`src/rtl/uart_pkg.sv`:
```
// Shared definitions for the UART Avalon-MM arbiter: register map,
// status bit positions and the controller state encoding.
package uart_pkg;

    localparam logic [4:0] RX_OFS     = 5'd0;
    localparam logic [4:0] TX_OFS     = 5'd4;
    localparam logic [4:0] STATUS_OFS = 5'd8;

    localparam int TX_OK_POS = 6;
    localparam int RX_OK_POS = 7;

    typedef enum logic [1:0] {
        POLL   = 2'd0,
        DECIDE = 2'd1,
        RD_RX  = 2'd2,
        WR_TX  = 2'd3
    } state_t;

endpackage

```
`src/rtl/rr_arb2.sv`:
```
// Two-way round-robin arbiter; on a tie the client not granted last wins.
module rr_arb2 (
    input  logic       clk,
    input  logic       rst,
    input  logic [1:0] req,
    input  logic       advance,
    output logic [1:0] grant
);

    logic last;  // 1: client 1 was granted most recently

    always_comb begin
        grant = 2'b00;
        case (req)
            2'b01:   grant = 2'b01;
            2'b10:   grant = 2'b10;
            2'b11:   grant = last ? 2'b01 : 2'b10;
            default: grant = 2'b00;
        endcase
    end

    always_ff @(posedge clk) begin
        if (rst)
            last <= 1'b1;
        else if (advance && (grant != 2'b00))
            last <= grant[1];
    end

endmodule

```
`src/rtl/uart_mm_arbiter.sv`:
```
// Polls the UART status register and moves bytes between two TX clients,
// the UART data registers and a one-entry RX buffer over Avalon-MM.
module uart_mm_arbiter
    import uart_pkg::*;
#(
    parameter logic [4:0] RX_BASE     = RX_OFS,
    parameter logic [4:0] TX_BASE     = TX_OFS,
    parameter logic [4:0] STATUS_BASE = STATUS_OFS,
    parameter int         TX_OK_BIT   = TX_OK_POS,
    parameter int         RX_OK_BIT   = RX_OK_POS
) (
    input  logic        avm_clk,
    input  logic        avm_rst,
    output logic [4:0]  avm_address,
    output logic        avm_read,
    output logic        avm_write,
    output logic [31:0] avm_writedata,
    input  logic [31:0] avm_readdata,
    input  logic        avm_waitrequest,
    input  logic        tx0_valid,
    input  logic [7:0]  tx0_data,
    output logic        tx0_ready,
    input  logic        tx1_valid,
    input  logic [7:0]  tx1_data,
    output logic        tx1_ready,
    output logic        rx_valid,
    output logic [7:0]  rx_data,
    input  logic        rx_ready,
    output logic [15:0] tx_count,
    output logic [15:0] rx_count
);

    state_t      state, state_n;
    logic        rx_ok_q, tx_ok_q;
    logic [1:0]  grant;
    logic        take_tx;
    logic        rd_done, wr_done;
    logic        read_n, write_n;
    logic [4:0]  addr_n;
    logic [31:0] wdata_n;

    assign rd_done = avm_read  && !avm_waitrequest;
    assign wr_done = avm_write && !avm_waitrequest;

    rr_arb2 u_arb (
        .clk     (avm_clk),
        .rst     (avm_rst),
        .req     ({tx1_valid, tx0_valid}),
        .advance (take_tx),
        .grant   (grant)
    );

    // Ready is only offered in DECIDE, so a client handshake coincides
    // with the byte being captured into the write-data register.
    assign tx0_ready = take_tx && grant[0];
    assign tx1_ready = take_tx && grant[1];

    always_comb begin
        state_n = state;
        take_tx = 1'b0;
        case (state)
            POLL:   if (rd_done) state_n = DECIDE;
            DECIDE: begin
                if (rx_ok_q && !rx_valid) begin
                    state_n = RD_RX;
                end else if (tx_ok_q && (tx0_valid || tx1_valid)) begin
                    state_n = WR_TX;
                    take_tx = 1'b1;
                end else begin
                    state_n = POLL;
                end
            end
            RD_RX:  if (rd_done) state_n = POLL;
            WR_TX:  if (wr_done) state_n = POLL;
            default: state_n = POLL;
        endcase

        // Bus outputs are a function of the next state so they are
        // registered and hold while waitrequest keeps the state put.
        read_n  = (state_n == POLL) || (state_n == RD_RX);
        write_n = (state_n == WR_TX);
        case (state_n)
            RD_RX:   addr_n = RX_BASE;
            WR_TX:   addr_n = TX_BASE;
            default: addr_n = STATUS_BASE;
        endcase
        wdata_n = avm_writedata;
        if (take_tx)
            wdata_n = {24'b0, grant[1] ? tx1_data : tx0_data};
    end

    always_ff @(posedge avm_clk) begin
        if (avm_rst)
            state <= POLL;
        else
            state <= state_n;
    end

    always_ff @(posedge avm_clk) begin
        if (avm_rst) begin
            avm_read      <= 1'b0;
            avm_write     <= 1'b0;
            avm_address   <= STATUS_BASE;
            avm_writedata <= 32'b0;
            rx_ok_q       <= 1'b0;
            tx_ok_q       <= 1'b0;
            rx_valid      <= 1'b0;
            rx_data       <= 8'b0;
            tx_count      <= 16'b0;
            rx_count      <= 16'b0;
        end else begin
            avm_read      <= read_n;
            avm_write     <= write_n;
            avm_address   <= addr_n;
            avm_writedata <= wdata_n;

            if (state == POLL && rd_done) begin
                rx_ok_q <= avm_readdata[RX_OK_BIT];
                tx_ok_q <= avm_readdata[TX_OK_BIT];
            end

            if (state == WR_TX && wr_done)
                tx_count <= tx_count + 16'd1;

            // RD_RX is only entered with the buffer empty.
            if (state == RD_RX && rd_done) begin
                rx_data  <= avm_readdata[7:0];
                rx_valid <= 1'b1;
                rx_count <= rx_count + 16'd1;
            end else if (rx_valid && rx_ready) begin
                rx_valid <= 1'b0;
            end
        end
    end

endmodule

```
`config.mk`:
```
export PLATFORM = sky130hd
export DESIGN_NAME = uart_mm_arbiter
export DESIGN_NICKNAME = d
export VERILOG_FILES = /design/src/rtl/uart_pkg.sv /design/src/rtl/rr_arb2.sv /design/src/rtl/uart_mm_arbiter.sv
export SDC_FILE = /design/constraint.sdc
export NUM_CORES = 1
export LEC_CHECK = 0
export ABC_AREA = 0
export CORE_UTILIZATION = 29
export CTS_BUF_LIST = sky130_fd_sc_hd__clkbuf_2 sky130_fd_sc_hd__clkbuf_4 sky130_fd_sc_hd__clkbuf_8
export DETAILED_ROUTE_END_ITERATION = 16
export PLACE_DENSITY = 0.63
export SLEW_MARGIN = 15
export SYNTH_ARGS = -nofsm -noshare
export SYNTH_HDL_FRONTEND = slang
export SYNTH_SLANG_ARGS = --single-unit
```
`constraint.sdc`:
```
create_clock -name avm_clk -period 3.31 [get_ports avm_clk]
set_clock_uncertainty 0.05 [all_clocks]
set_input_delay 0.662 -clock avm_clk [delete_from_list [all_inputs] [get_ports avm_clk]]
set_output_delay 0.662 -clock avm_clk [all_outputs]
set_load 0.05 [all_outputs]
```
==> impl_metrics.json <==
{
  "run_status": "finished, violations left",
  "failed_checks": "design-rule violations",
  "max_cap_violations": 0,
  "period_minus_slack_ns": 2.783,
  "hp-class": "flop to flop",
  "swShare": 0.2623,
  "pwr-share-clk": 0.412,
  "postRouteAntennaNets": 0,
  "drt_iter0_drc": 79,
  "fin_crit_sh": 0.8408,
  "grt.overflow.total": 0,
  "finalWorstSetupSlack_ns": 0.5268,
  "clk_path_buf_depth": 2,
  "vias_per_cell": 4.607,
  "die_h_um": 98.05,
  "io_buffers": 84,
  "clock_latency_ns": 0.33,
  "seq_area_frac_synth": 0.4266,
  "syn-cell-area_um2": 2675,
  "tritoncts": "done",
  "utilization": 0.4257,
  "critical_path_class": "primary input to output port",
  "total_leakage_power_nw": 1.296,
  "grt_usage": 0.1240,
  "setup_violations": 0,
  "grt_max_degree": 61,
  "h-tree-depth": 3,
  "syn_inst": 315,
  "clockRootBuffer": "clkbuf_8",
  "fmaxAchievable_mhz": 359.3,
  "drc": 11,
  "dp_slack_ns": 0.4676,
  "finalNetCount": 456,
  "final_area_um2": 3749,
  "relSlewSlack": 0.6041,
  "cts_resized": 0,
  "cp-end-kind": "output port",
  "cp.arrival_ns": 2.07,
  "antenna_cells": 0,
  "ys_ff_latch": 57,
  "dp_hpwl_um": 4253,
  "pin_count": 136,
  "critPathBufInv": 2,
  "cts_buffers": 9,
  "grt_first_pass_wirelength_um": 9363,
  "power.switching_w": 0.0003787,
  "p_comb_frac": 0.107,
  "ir_worst_vdd_v": 0.0001750,
  "hold_violations": 0,
  "cts_hold_buf": 0,
  "wl_per_cell_um": 11.67,
  "syn_to_final_growth_pct": 40.13,
  "clock-sinks": 57,
  "powerDensity_nw_per_um2": 385.1,
  "p_seq_frac": 0.481,
  "gp_congestion": 0.7293,
  "final_cell_mix": "81 x clkdlybuf4s50_1, 57 x dfxtp_1, 38 x nor2_1, 34 x nand2_1, 27 x conb_1",
  "crit_path_max_fanout": 8,
  "crit_family": "simple AND/OR/NAND/NOR gates",
  "cpMostUsedCell": "nor2_1",
  "clk_pin_slew_ns": 0.07,
  "cts_setup_buffers": 0,
  "ys_warn_count": 0,
  "drive_gt1_frac": 0.07426,
  "ff2ff_setup_slack_ns": 1.26,
  "synth.avg_cell_area_um2": 8.492,
  "num_vias": 2359,
  "intPower_w": 0.001065,
  "drtPass1Iterations": 10,
  "grt_setup_unrepaired": "false",
  "slowest_stage": "clkdlybuf4s50_1",
  "cp_slowest_stage_delay_ns": 0.50,
  "setup_tns_ns": 0,
  "ys_types": 39,
  "tightest_slew_ns": 0.5938,
  "dieArea_um2": 9613,
  "grt_pass1_vias": 2017,
  "place_area_um2": 3541,
  "start_kind": "primary input",
  "start_util": 0.3038,
  "drt-total-wl_um": 5975,
  "antenna_found_initial": 0,
  "report.final.slew_viol_count": 0,
  "die_w_um": 98.05,
  "num_rows": 34,
  "core_area_um2": 8806,
  "final_common_cell": "clkdlybuf4s50_1",
  "cp.required_ns": 2.60,
  "crit_chain": "clkdlybuf4s50_1 -> nor2_1 -> and4bb_2 -> nand2_1 -> nor2_1 -> buf_12"
}
worst register-to-register path, cell delays in order, from the launching register on:
cell and delay [ns]:
dfxtp_1 0.47, nand4bb_1 0.31, or3_1 0.51, nor4_1 0.24, mux2_2 0.37
cell families after synthesis:
logic type	count (synthesis)	synth area share
flip-flops	57	0.4266
XOR/XNOR	19	0.06221
buffers and inverters	49	0.1094
AND/OR/NAND/NOR	136	0.2572
multiplexers	12	0.04584
AO/OA/AOI/OAI	39	0.08794
other	1	0.001402
adder cells (fa/ha/maj)	2	0.009353
routing by layer:
layer,vias up,GRT usage,share of wire
met3,6,0.06013,0.090
met1,1064,0.1443,0.43
li1,1201,-,-
met4,0,0.04545,0.0052
met5,-,0,0
met2,88,0.1972,0.47
metrics by stage:
step / hold slack [ns] / power [W] / std cells
after floorplan: 0.4020 / 0.0008381 / 341
final: 0.4041 / 0.001444 / 512
after detailed placement: 0.3978 / 0.0008601 / 496
after CTS: 0.4076 / 0.001467 / 511
after global routing: 0.4274 / 0.001508 / 512
after global placement: 0.3926 / 0.0008589 / 496
registers in the layout, summed over array words and instances (netlist names):
signal	cells
avm_address	2
avm_read	1
rx_valid	1
avm_writedata	8
tx_ok_q	1
tx_count	16
rx_data	8
rx_count	16
state	2
u_arb.last	1
rx_ok_q	1
cell type report:
class	instances	area [um2]
clock buffer	12	165.2
clock inverter	3	15.01
fill	866	5057
inverter	7	26.28
multi-input combinational	235	1345
sequential	57	1141
tap	108	135.1
timing repair buffer	90	920.9
Yosys cell counts, drive strengths merged:
| cell type | count | area, um2 |
|---|---|---|
| a211oi | 8 | 60.06 |
| a21boi | 1 | 7.510 |
| a21oi | 18 | 90.09 |
| a221o | 1 | 10.01 |
| a311oi | 1 | 8.760 |
| a31o | 1 | 8.760 |
| a41o | 1 | 10.01 |
| and2 | 1 | 6.260 |
| and4 | 1 | 8.760 |
| and4b | 1 | 10.01 |
| and4bb | 1 | 12.51 |
| buf | 37 | 247.7 |
| clkbuf | 5 | 18.77 |
| conb | 1 | 3.750 |
| dfxtp | 57 | 1141 |
| ha | 2 | 25.02 |
| inv | 7 | 26.28 |
| mux2 | 2 | 22.52 |
| mux2i | 10 | 100.1 |
| nand2 | 34 | 127.6 |
| nand2b | 4 | 25.02 |
| nand3 | 9 | 45.04 |
| nand3b | 2 | 15.01 |
| nand4 | 9 | 62.56 |
| nand4b | 1 | 8.760 |
| nand4bb | 1 | 11.26 |
| nor2 | 38 | 142.6 |
| nor2b | 7 | 43.79 |
| nor3 | 7 | 35.03 |
| nor4 | 8 | 50.05 |
| nor4bb | 1 | 10.01 |
| o21ai | 8 | 40.04 |
| or3 | 7 | 43.79 |
| or4 | 4 | 30.03 |
| xnor2 | 14 | 122.6 |
| xor2 | 5 | 43.79 |
final timing paths:
| check | startpoint | to | depth (start not counted) |
|---|---|---|---|
| setup reg to reg | state[1] | rx_count[15] | 4 |
| setup / recovery | tx0_valid | tx0_ready | 6 |
| hold / removal | rx_data[2] | rx_data[2] | 2 |
| hold reg to reg | rx_data[2] | rx_data[2] | 2 |
power groups by stage:
stage	Combinational, W	Sequential [W]	Clock [W]
floorplan	0.000122	0.000716	0
global placement	0.000150	0.000709	0
detailed placement	0.000151	0.000709	0
CTS	0.000151	0.000694	0.000623
global route	0.000163	0.000694	0.000651
finish	0.000154	0.000694	0.000595
Note: power is estimated with default switching activity, not from simulation.
